--- config.mk ---
export PLATFORM = sky130hd
export DESIGN_NAME = mem_arbiter
export DESIGN_NICKNAME = d
export VERILOG_FILES = /design/src/rtl/mem_arbiter_pkg.sv /design/src/rtl/mem_arbiter.sv
export SDC_FILE = /design/constraint.sdc
export NUM_CORES = 1
export LEC_CHECK = 0
export ABC_AREA = 1
export CAP_MARGIN = 20
export CORE_MARGIN = 1.5
export CORE_UTILIZATION = 51
export CTS_CLUSTER_DIAMETER = 200
export DETAILED_ROUTE_END_ITERATION = 6
export PLACE_DENSITY = 0.77
export REMOVE_ABC_BUFFERS = 1
export SLEW_MARGIN = 20
export SYNTH_ARGS = -nofsm -noshare
export SYNTH_HDL_FRONTEND = slang
export SYNTH_SLANG_ARGS = --single-unit
--- constraint.sdc ---
create_clock -name clk -period 3.37 [get_ports clk]
set_clock_uncertainty 0.2 [all_clocks]
set_input_delay 0.5055 -clock clk [delete_from_list [all_inputs] [get_ports clk]]
set_output_delay 0.5055 -clock clk [all_outputs]
set_load 0.01 [all_outputs]
--- src/rtl/mem_arbiter_pkg.sv ---
// Shared encodings for the IF/MEM byte-wide RAM arbiter.
package mem_arbiter_pkg;

    typedef enum logic [2:0] {
        ARB_IDLE   = 3'd0,
        ARB_IF_RD  = 3'd1,
        ARB_MEM_RD = 3'd2,
        ARB_MEM_WR = 3'd3,
        ARB_DONE   = 3'd4
    } arb_state_e;

    localparam logic [1:0] LEN_B = 2'd0;
    localparam logic [1:0] LEN_H = 2'd1;
    localparam logic [1:0] LEN_W = 2'd2;

    // Byte count of a MEM request; the reserved encoding behaves as a word.
    function automatic logic [2:0] len_bytes(input logic [1:0] len);
        logic [2:0] n;
        case (len)
            LEN_B:   n = 3'd1;
            LEN_H:   n = 3'd2;
            LEN_W:   n = 3'd4;
            default: n = 3'd4;
        endcase
        return n;
    endfunction

endpackage

--- src/rtl/mem_arbiter.sv ---
// Arbitrates the single byte-wide RAM port between instruction fetch and the
// load/store stage, splitting multi-byte requests into little-endian byte cycles.
module mem_arbiter
    import mem_arbiter_pkg::*;
#(
    parameter int ADDR_W = 32
) (
    input  logic              clk,
    input  logic              rst,
    input  logic              if_req,
    input  logic [31:0]       if_addr,
    input  logic              if_flush,
    output logic [31:0]       if_data,
    output logic              if_done,
    input  logic              mem_req,
    input  logic              mem_we,
    input  logic [1:0]        mem_len,
    input  logic [31:0]       mem_addr,
    input  logic [31:0]       mem_wdata,
    output logic [31:0]       mem_rdata,
    output logic              mem_done,
    output logic              if_stall_req,
    output logic              mem_stall_req,
    output logic [ADDR_W-1:0] ram_addr,
    output logic              ram_wr,
    output logic [7:0]        ram_dout,
    input  logic [7:0]        ram_din
);

    arb_state_e        state_r;
    logic [2:0]        cnt_r;
    logic [2:0]        nbytes_r;
    logic [31:0]       base_r;
    logic [31:0]       wdata_r;
    logic [31:0]       asm_r;
    logic [31:0]       data_r;
    logic              is_if_r;
    logic              if_done_r;
    logic              mem_done_r;
    logic [ADDR_W-1:0] ram_addr_r;
    logic              ram_wr_r;
    logic [7:0]        ram_dout_r;

    logic [2:0]        next_idx_s;
    logic              next_last_s;
    logic [ADDR_W-1:0] next_addr_s;
    logic [7:0]        next_byte_s;
    logic [1:0]        cap_lane_s;
    logic [31:0]       asm_next_s;

    // Next byte address/data and read assembly; cnt_r counts cycles since accept.
    always_comb begin
        next_idx_s  = cnt_r + 3'd1;
        next_last_s = (next_idx_s >= nbytes_r);
        next_addr_s = ADDR_W'(base_r + {29'd0, next_idx_s});
        next_byte_s = wdata_r[{next_idx_s[1:0], 3'b000} +: 8];
        cap_lane_s  = cnt_r[1:0] - 2'd1;
        asm_next_s  = asm_r;
        if (cnt_r != 3'd0) begin
            asm_next_s[{cap_lane_s, 3'b000} +: 8] = ram_din;
        end else begin
            asm_next_s = asm_r;
        end
    end

    // Arbitration FSM with registered RAM strobes, done pulses and read data.
    always_ff @(posedge clk) begin
        if (!rst) begin
            state_r    <= ARB_IDLE;
            cnt_r      <= 3'd0;
            nbytes_r   <= 3'd0;
            base_r     <= 32'd0;
            wdata_r    <= 32'd0;
            asm_r      <= 32'd0;
            data_r     <= 32'd0;
            is_if_r    <= 1'b0;
            if_done_r  <= 1'b0;
            mem_done_r <= 1'b0;
            ram_addr_r <= '0;
            ram_wr_r   <= 1'b0;
            ram_dout_r <= 8'd0;
        end else begin
            case (state_r)
                ARB_IDLE: begin
                    cnt_r <= 3'd0;
                    asm_r <= 32'd0;
                    if (mem_req) begin
                        state_r    <= mem_we ? ARB_MEM_WR : ARB_MEM_RD;
                        is_if_r    <= 1'b0;
                        base_r     <= mem_addr;
                        wdata_r    <= mem_wdata;
                        nbytes_r   <= len_bytes(mem_len);
                        ram_addr_r <= ADDR_W'(mem_addr);
                        ram_wr_r   <= mem_we;
                        ram_dout_r <= mem_we ? mem_wdata[7:0] : 8'd0;
                    end else if (if_req && !if_flush) begin
                        state_r    <= ARB_IF_RD;
                        is_if_r    <= 1'b1;
                        base_r     <= if_addr;
                        wdata_r    <= 32'd0;
                        nbytes_r   <= 3'd4;
                        ram_addr_r <= ADDR_W'(if_addr);
                        ram_wr_r   <= 1'b0;
                        ram_dout_r <= 8'd0;
                    end else begin
                        state_r <= ARB_IDLE;
                    end
                end
                ARB_IF_RD, ARB_MEM_RD: begin
                    if ((state_r == ARB_IF_RD) && if_flush) begin
                        // Branch taken: drop the fetch without a done pulse.
                        state_r    <= ARB_IDLE;
                        cnt_r      <= 3'd0;
                        ram_addr_r <= '0;
                    end else begin
                        asm_r      <= asm_next_s;
                        cnt_r      <= next_idx_s;
                        ram_addr_r <= next_last_s ? '0 : next_addr_s;
                        if (cnt_r == nbytes_r) begin
                            state_r    <= ARB_DONE;
                            data_r     <= asm_next_s;
                            if_done_r  <= is_if_r;
                            mem_done_r <= !is_if_r;
                        end else begin
                            state_r <= state_r;
                        end
                    end
                end
                ARB_MEM_WR: begin
                    cnt_r <= next_idx_s;
                    if (next_last_s) begin
                        state_r    <= ARB_DONE;
                        mem_done_r <= 1'b1;
                        data_r     <= 32'd0;
                        ram_addr_r <= '0;
                        ram_wr_r   <= 1'b0;
                        ram_dout_r <= 8'd0;
                    end else begin
                        ram_addr_r <= next_addr_s;
                        ram_wr_r   <= 1'b1;
                        ram_dout_r <= next_byte_s;
                    end
                end
                ARB_DONE: begin
                    state_r    <= ARB_IDLE;
                    if_done_r  <= 1'b0;
                    mem_done_r <= 1'b0;
                    data_r     <= 32'd0;
                end
                default: begin
                    state_r <= ARB_IDLE;
                end
            endcase
        end
    end

    // A late branch flush still cancels the fetch completion in its done cycle.
    assign if_done       = if_done_r & ~if_flush;
    assign if_data       = if_done ? data_r : 32'd0;
    assign mem_done      = mem_done_r;
    assign mem_rdata     = mem_done_r ? data_r : 32'd0;
    assign if_stall_req  = rst & if_req & ~if_done;
    assign mem_stall_req = rst & mem_req & ~mem_done_r;
    assign ram_addr      = ram_addr_r;
    assign ram_wr        = ram_wr_r;
    assign ram_dout      = ram_dout_r;

endmodule

* After elaboration in Yosys (flattened, before gate mapping)
Index checks and enable logic that the tools add are counted.
** Storage, ports and cells
- Flip-flop bits (word level) :: 181
- Word-level logic and storage cells :: 108
- Output and inout port bits :: 109
- Bits of input ports :: 112
** Cells by class
- Mux-type cells :: 47
- Magnitude comparators :: 1
- Shifts and indexed selects :: 3
- Equal/unequal tests :: 11
- Bitwise operators :: 8
- Reduce and logical (&&, ||, !) cells :: 21
- Add/subtract/negate cells :: 4
** Operators with widths (number)
- 32-bit 2-to-1 mux :: 13
- 32-bit case mux with 3 select lines :: 2
- 32-bit case mux with 2 select lines :: 1
- 32-bit by 3-bit adder with 32-bit output :: 1
- 32-bit bitwise mux :: 1
- 8-bit 2-to-1 mux :: 4
- 8-bit by 7-bit variable shift with 32-bit output (first input constant) :: 1
- 32-bit by 6-bit indexed part select with 8-bit output :: 1
- 8-bit by 7-bit indexed part select with 32-bit output :: 1
- 3-bit 2-to-1 mux :: 6
- 3-bit case mux with 3 select lines :: 2
- 8-bit case mux with 2 select lines :: 1
- 1-bit 2-to-1 mux :: 12
- 2-bit AND reduction :: 5
- 3-bit nonzero test :: 3
- 2-bit nonzero test :: 4
- 5-bit negation with 7-bit output :: 1
- 3-bit by 2-bit == test with 1-bit output (second input constant) :: 2
- 2-bit != test (second input constant) :: 3
- 3-bit != test (second input constant) :: 2
- 3-bit case mux with 2 select lines :: 1
- 1-bit bitwise AND :: 5
- 1-bit case mux with 2 select lines :: 2
- 4-bit AND reduction :: 1
- other kinds (16) :: 20

* Longest topological paths before layout
Gate-level depths: netlist of run 1.
- Word-level depth :: 8
- Mapped depth :: 14
- Depth with buffers taken out :: 14

* Least setup slack after synthesis of run 1
OpenSTA, ideal clock, no wires.
- Path type :: register to register
- Start point :: reg cnt_r[0]
- End point :: reg ram_addr_r[20], in the netlist ram_addr[20]
- Arrival time :: 2426 ps
- Setup slack :: 629 ps
- Required time :: 3055 ps
- Library setup time :: 115 ps
- Stages on the path, launching flop included :: 12
- Path buffers :: 0
- Period minus slack after synthesis :: 2741 ps
- Cells stage by stage :: dfxtp_1 clkinv_1 ha_1 fa_1 nand2_1 a21oi_1 nand3_1 nor2_1 nand2_1 nand2_1 nor2_1 o21a_1
** Between the ends
- Word-level cells in the longest chain between the ends :: 5
- Elaborated cells between the ends (all ways) :: 6
- Those cells by class :: add/sub: 2; order compare: 1; mux: 3
** RTL lines
- from (decl) :: line mem_arbiter.sv:31 : logic [2:0] cnt_r;
- from (signal assigned) :: line mem_arbiter.sv:117 : cnt_r <= next_idx_s;
- from (signal assigned) :: line mem_arbiter.sv:130 : cnt_r <= next_idx_s;
- 3-bit by 1-bit adder with 3-bit output (*) :: line mem_arbiter.sv:53 : next_idx_s = cnt_r + 3'd1;
- 32-bit by 3-bit adder with 32-bit output or 3-bit >= comparator (tied branches) :: line mem_arbiter.sv:55, mem_arbiter.sv:54
- 32-bit 2-to-1 mux (*) :: line mem_arbiter.sv:118, mem_arbiter.sv:131
- 32-bit 2-to-1 mux :: line mem_arbiter.sv:110 : if ((state_r == ARB_IF_RD) && if_flush) begin
- 32-bit case mux with 3 select lines (*) :: line mem_arbiter.sv:83 : case (state_r)
- to (signal assigned) :: line mem_arbiter.sv:93 : ram_addr_r <= ADDR_W'(mem_addr);
- to (signal assigned) :: line mem_arbiter.sv:118 : ram_addr_r <= next_last_s ? '0 : next_addr_s;
- to (signal assigned) :: line mem_arbiter.sv:139 : ram_addr_r <= next_addr_s;
- to (decl) :: line mem_arbiter.sv:40 : logic [ADDR_W-1:0] ram_addr_r;
Mark *: on every way between the ends. The rest lies on a longest branch, timed or not.
A chain may end at the register's enable or synchronous reset.

* Final worst setup path of run 1
- Start point :: reg cnt_r[0]
- End point :: reg data_r[20]
** Between the ends
- Word-level cells in the longest chain between the ends :: 8
- Elaborated cells between the ends (all ways) :: 16
- Those cells by class :: add/sub: 3; order compare: 1; eq/ne: 3; shift: 2; mux: 5; reduce/logical: 2
** RTL lines
- 2-bit by 1-bit subtractor with 2-bit output :: line mem_arbiter.sv:57 : cap_lane_s = cnt_r[1:0] - 2'd1;
- 5-bit negation with 7-bit output :: line mem_arbiter.sv:60 : asm_next_s[{cap_lane_s, 3'b000} +: 8] = ram_din;
- 8-bit by 7-bit indexed part select with 32-bit output or 8-bit by 7-bit variable shift with 32-bit output (tied branches) :: line mem_arbiter.sv:60
- 32-bit bitwise mux :: line mem_arbiter.sv:60
- 32-bit 2-to-1 mux :: line mem_arbiter.sv:59 : if (cnt_r != 3'd0) begin
- 32-bit 2-to-1 mux :: line mem_arbiter.sv:119 : if (cnt_r == nbytes_r) begin
- 32-bit 2-to-1 mux :: line mem_arbiter.sv:110
- 32-bit case mux with 3 select lines :: line mem_arbiter.sv:83
- to (signal assigned) :: line mem_arbiter.sv:121 : data_r <= asm_next_s;
- to (decl) :: line mem_arbiter.sv:36 : logic [31:0] data_r;
Parallel ways exist; a longest one is shown, timed or not. The select of a mux whose other input is x is not followed.

==> impl_metrics.py, run 1 <==
metrics = {
    "finish": {
        "layout.nets": 1863,
        "final_util": 0.6727,
        "syn2layout_area_growth_pct": 29.93,
        "drive_gt1_frac": 0.05257,
        "fillCellCount": 1704,
    },
    "timing": {
        "holdWs_ns": 0.2680,
        "max-slew-margin-rel": 0.3451,
        "max_freq_ghz": 0.3376,
        "period_needed_ns": 2.962,
        "tightest_slew_ns": 0.9823,
        "finalCritPeriodShare": 0.8790,
        "rsz0062_at_grt": "false",
        "setup_viol": 0,
        "maxSlewViolCount": 0,
        "hold_viol_final": 0,
    },
    "route": {
        "drc": 0,
        "dr.pass1.iters": 5,
        "vias": 10330,
        "drt_wl_total_um": 27320,
        "drtAntennaViolNets": 0,
        "drtIter0Drc": 829,
        "vias_per_cell": 5.203,
        "wire_per_inst_um": 13.76,
    },
    "synth": {
        "yosys-top-cells-area": "dfxtp_1 (38%), nand2_1 (22%), a21oi_1 (7.1%)",
        "synth_cell_types": 33,
        "synthCells": 1554,
        "yosys_register_bits": 181,
        "synth_area_leader_cell": "dfxtp_1",
        "syn_area_per_cell_sq_um": 6.211,
        "synth.top_cell.area_share": 0.3754,
        "synth_warnings": 0,
        "ys_seq_area_frac": 0.3754,
        "synth_area_sq_mm": 0.009652,
    },
    "power_and_ir_drop": {
        "peakVddDrop_v": 0.0003435,
        "leakage_nw": 5.347,
        "cellPowerDensity_mw_per_mm2": 539.3,
    },
    "worst_setup_path": {
        "rr_endpoint": "data_r[20]$_SDFFE_PN0P_",
        "rr_worst_depth": 11,
        "path_class": "reg2reg",
        "crit_fanout": 20,
        "slowest_stage": "dfxtp_1",
        "required_ns": 3.50,
        "crit_buf_inv": 3,
        "cp-start-kind": "register",
        "path_common_cell": "nand2_1",
        "end_kind": "register",
        "slowest_delay_ns": 0.45,
        "r2r-start": "cnt_r[0]$_SDFFE_PN0P_",
        "crit_chain": "clkinv_1 -> ha_1 -> buf_4 -> clkinv_1 -> nand2_1 -> nor2_1 -> mux2_2 -> nand2_1 -> nand2_1 -> nand2_1 -> nor2_1",
        "critPathArrivalTime_ns": 3.09,
        "crit_family": "buffers and inverters",
        "ff2ff_setup_slack_ns": 0.41,
    },
    "die": {
        "initial_core_util": 0.5177,
        "io_pins": 221,
        "coreArea_sq_mm": 0.01864,
        "die_h_um": 140.6,
        "die_w_um": 140.6,
        "rows": 50,
        "dieArea_sq_mm": 0.01976,
    },
    "cts": {
        "cts-buffers-inserted": 17,
        "cts_tree": "built",
        "insertion_delay_ns": 0.44,
        "cts_root_buffer": "clkbuf_16",
        "clk_pin_slew_ns": 0.07,
        "cts.sinks": 181,
        "holdBufCountCts": 0,
        "cts_buffer_depth": 2,
        "htreeDepth": 4,
        "cts_setup_buffers": 0,
    },
    "placement": {
        "dp_hpwl_um": 19200,
        "port_buffers": 220,
        "routabilityCongestion": 0.9364,
    },
    "grt": {
        "antenna_found_initial": 1,
        "grtUsageTotal": 0.2811,
        "globalRoute.totalOverflow": 0,
        "grt_pass1_wl_um": 45800,
        "grt_pass1_vias": 9559,
        "grt_max_degree": 94,
    },
    "run": {
        "cap_viol_max_count": 0,
    },
    "status": {
        "status": "complete, no violations",
    },
    "min_path": {
        "hold_end": "wdata_r[19]$_SDFFE_PN0P_",
        "min_from": "wdata_r[19]$_SDFFE_PN0P_",
        "hold_class": "reg2reg",
        "whs_path_depth": 2,
    },
}
[flip-flops by register name, summed over array words and instances (netlist names), 3 cells and up]
name / cells
base_r: 32
data_r: 32
ram_dout: 8
wdata_r: 32
ram_addr: 32
nbytes_r: 3
cnt_r: 3
asm_r: 32
state_r: 3
[where the power goes]
part | switching (mW) | internal, mW | total [mW]
logic | 1.33 | 0.848 | 2.18
registers | 0.249 | 2.50 | 2.75
clock network | 0.851 | 0.986 | 1.84
[per-layer routing]
metal | vias up | share of wire | track usage | routed length (um)
met3 | 44 | 0.076 | 0.05639 | 2074
met1 | 4629 | 0.45 | 0.3730 | 12160
met2 | 410 | 0.46 | 0.4635 | 12510
met4 | 0 | 0.021 | 0.08662 | 572
met5 | - | 0 | 0 | 0
li1 | 5245 | - | - | -
[kinds of logic (layout without fill, tap and decap cells)]
| group | count (synthesis) | count (layout) | synth area share |
|---|---|---|---|
| and+or+nand+nor | 850 | 850 | 0.3518 |
| AOI/OAI and AO/OA | 251 | 251 | 0.1337 |
| buffers and inverters | 237 | 433 | 0.09697 |
| DFF | 181 | 181 | 0.3754 |
| muxes | 16 | 16 | 0.01867 |
| adders and majority gates | 14 | 14 | 0.01893 |
| xor gates and xnor gates | 5 | 5 | 0.004538 |
| other | 0 | 1 | 0 |
[cell usage in the layout (no fill, tap or decap), types with 3 or more instances in the layout]
| cell | instances |
|---|---|
| a31oi_1 | 17 |
| or2_2 | 3 |
| nand3_1 | 74 |
| nand2_1 | 573 |
| nand4_1 | 16 |
| buf_4 | 23 |
| nor2_1 | 160 |
| nand3b_1 | 3 |
| nand2_2 | 3 |
| xor2_1 | 3 |
| clkdlybuf4s50_1 | 219 |
| nor2_4 | 3 |
| clkbuf_1 | 3 |
| nor2_2 | 4 |
| clkinvlp_4 | 4 |
| dfxtp_1 | 181 |
| nor3_1 | 9 |
| o21ai_0 | 91 |
| inv_2 | 7 |
| ha_1 | 13 |
| mux2_2 | 16 |
| clkbuf_16 | 17 |
| inv_1 | 148 |
| a21oi_1 | 136 |
[area by class of cell]
cell class	count	area, sq um	share of cell area
antenna	1	2.502	0.0001995
clock buffer	22	464.2	0.03701
clock inverter	10	75.07	0.005986
inverter	157	589.3	0.04699
multi-input combinational	1136	5104	0.4070
sequential	181	3623	0.2889
tap	234	292.8	0.02335
timing repair buffer	244	2390	0.1906
[worst min-delay path, cell delays in order, from the launching register on]
cell and delay (ns):
dfxtp_1 0.31, nand2_1 0.06, a21oi_1 0.05
[cell usage after synthesis]
library cell,n
dfxtp_1,181
o21a_1,1
o21ai_0,91
buf_2,19
or2_2,3
buf_1,5
o22ai_1,2
ha_1,13
nand2_4,1
nor2_1,161
o31ai_1,1
fa_1,1
inv_2,6
nand2_2,3
nand4_1,16
buf_4,6
a211oi_1,1
xnor2_1,2
nor2_4,2
xor2_1,3
nand3_1,74
a31oi_1,17
nand2_1,573
clkinv_1,2
o211ai_1,1
nor2_2,4
inv_1,149
nand3b_1,3
clkbuf_1,50
nor3_1,9
and2_1,1
mux2_2,16
a21oi_1,137
[stage by stage]
stage	power, mW	TNS, ns	cell area (sq um)	cells	setup slack (ns)
4_1_cts	6.786	0	12530	1984	0.3093
6_report	6.763	0	12540	1985	0.4077
3_5_place_dp	4.949	0	12000	1952	0.3166
5_1_grt	7.203	0	12540	1985	0.1268
3_3_place_gp	4.898	0	12000	1952	0.4780
2_1_floorplan	4.044	-33.71	9305	1474	-0.8810
[what timing repair did]
| action | in CTS | in global routing |
|---|---|---|
| gates resized for setup | 0 | 1 |
| endpoints found under the hold margin | 0 | 0 |
| endpoints found under the setup margin | 0 | 1 |
[worst max path at each step]
stage	cells past startpoint	startpoint	to	slack, ns
after floorplan	10	cnt_r[0]$_SDFFE_PN0P_	data_r[10]$_SDFFE_PN0P_	-0.88
after global placement	11	cnt_r[0]$_SDFFE_PN0P_	ram_addr[20]$_SDFFE_PN0P_	0.48
after detailed placement	11	cnt_r[0]$_SDFFE_PN0P_	ram_addr[20]$_SDFFE_PN0P_	0.32
after CTS	11	cnt_r[0]$_SDFFE_PN0P_	ram_addr[20]$_SDFFE_PN0P_	0.31
after global routing	11	cnt_r[0]$_SDFFE_PN0P_	data_r[20]$_SDFFE_PN0P_	0.13
final	11	cnt_r[0]$_SDFFE_PN0P_	data_r[20]$_SDFFE_PN0P_	0.41
Power figures use the tool's default switching activity.
==> run 2, diff against run 1 <==
CTS_CLUSTER_SIZE = 25   (was default)
==> results of run 2 <==
Final layout, timing and power as in run 1 (identical DEF).
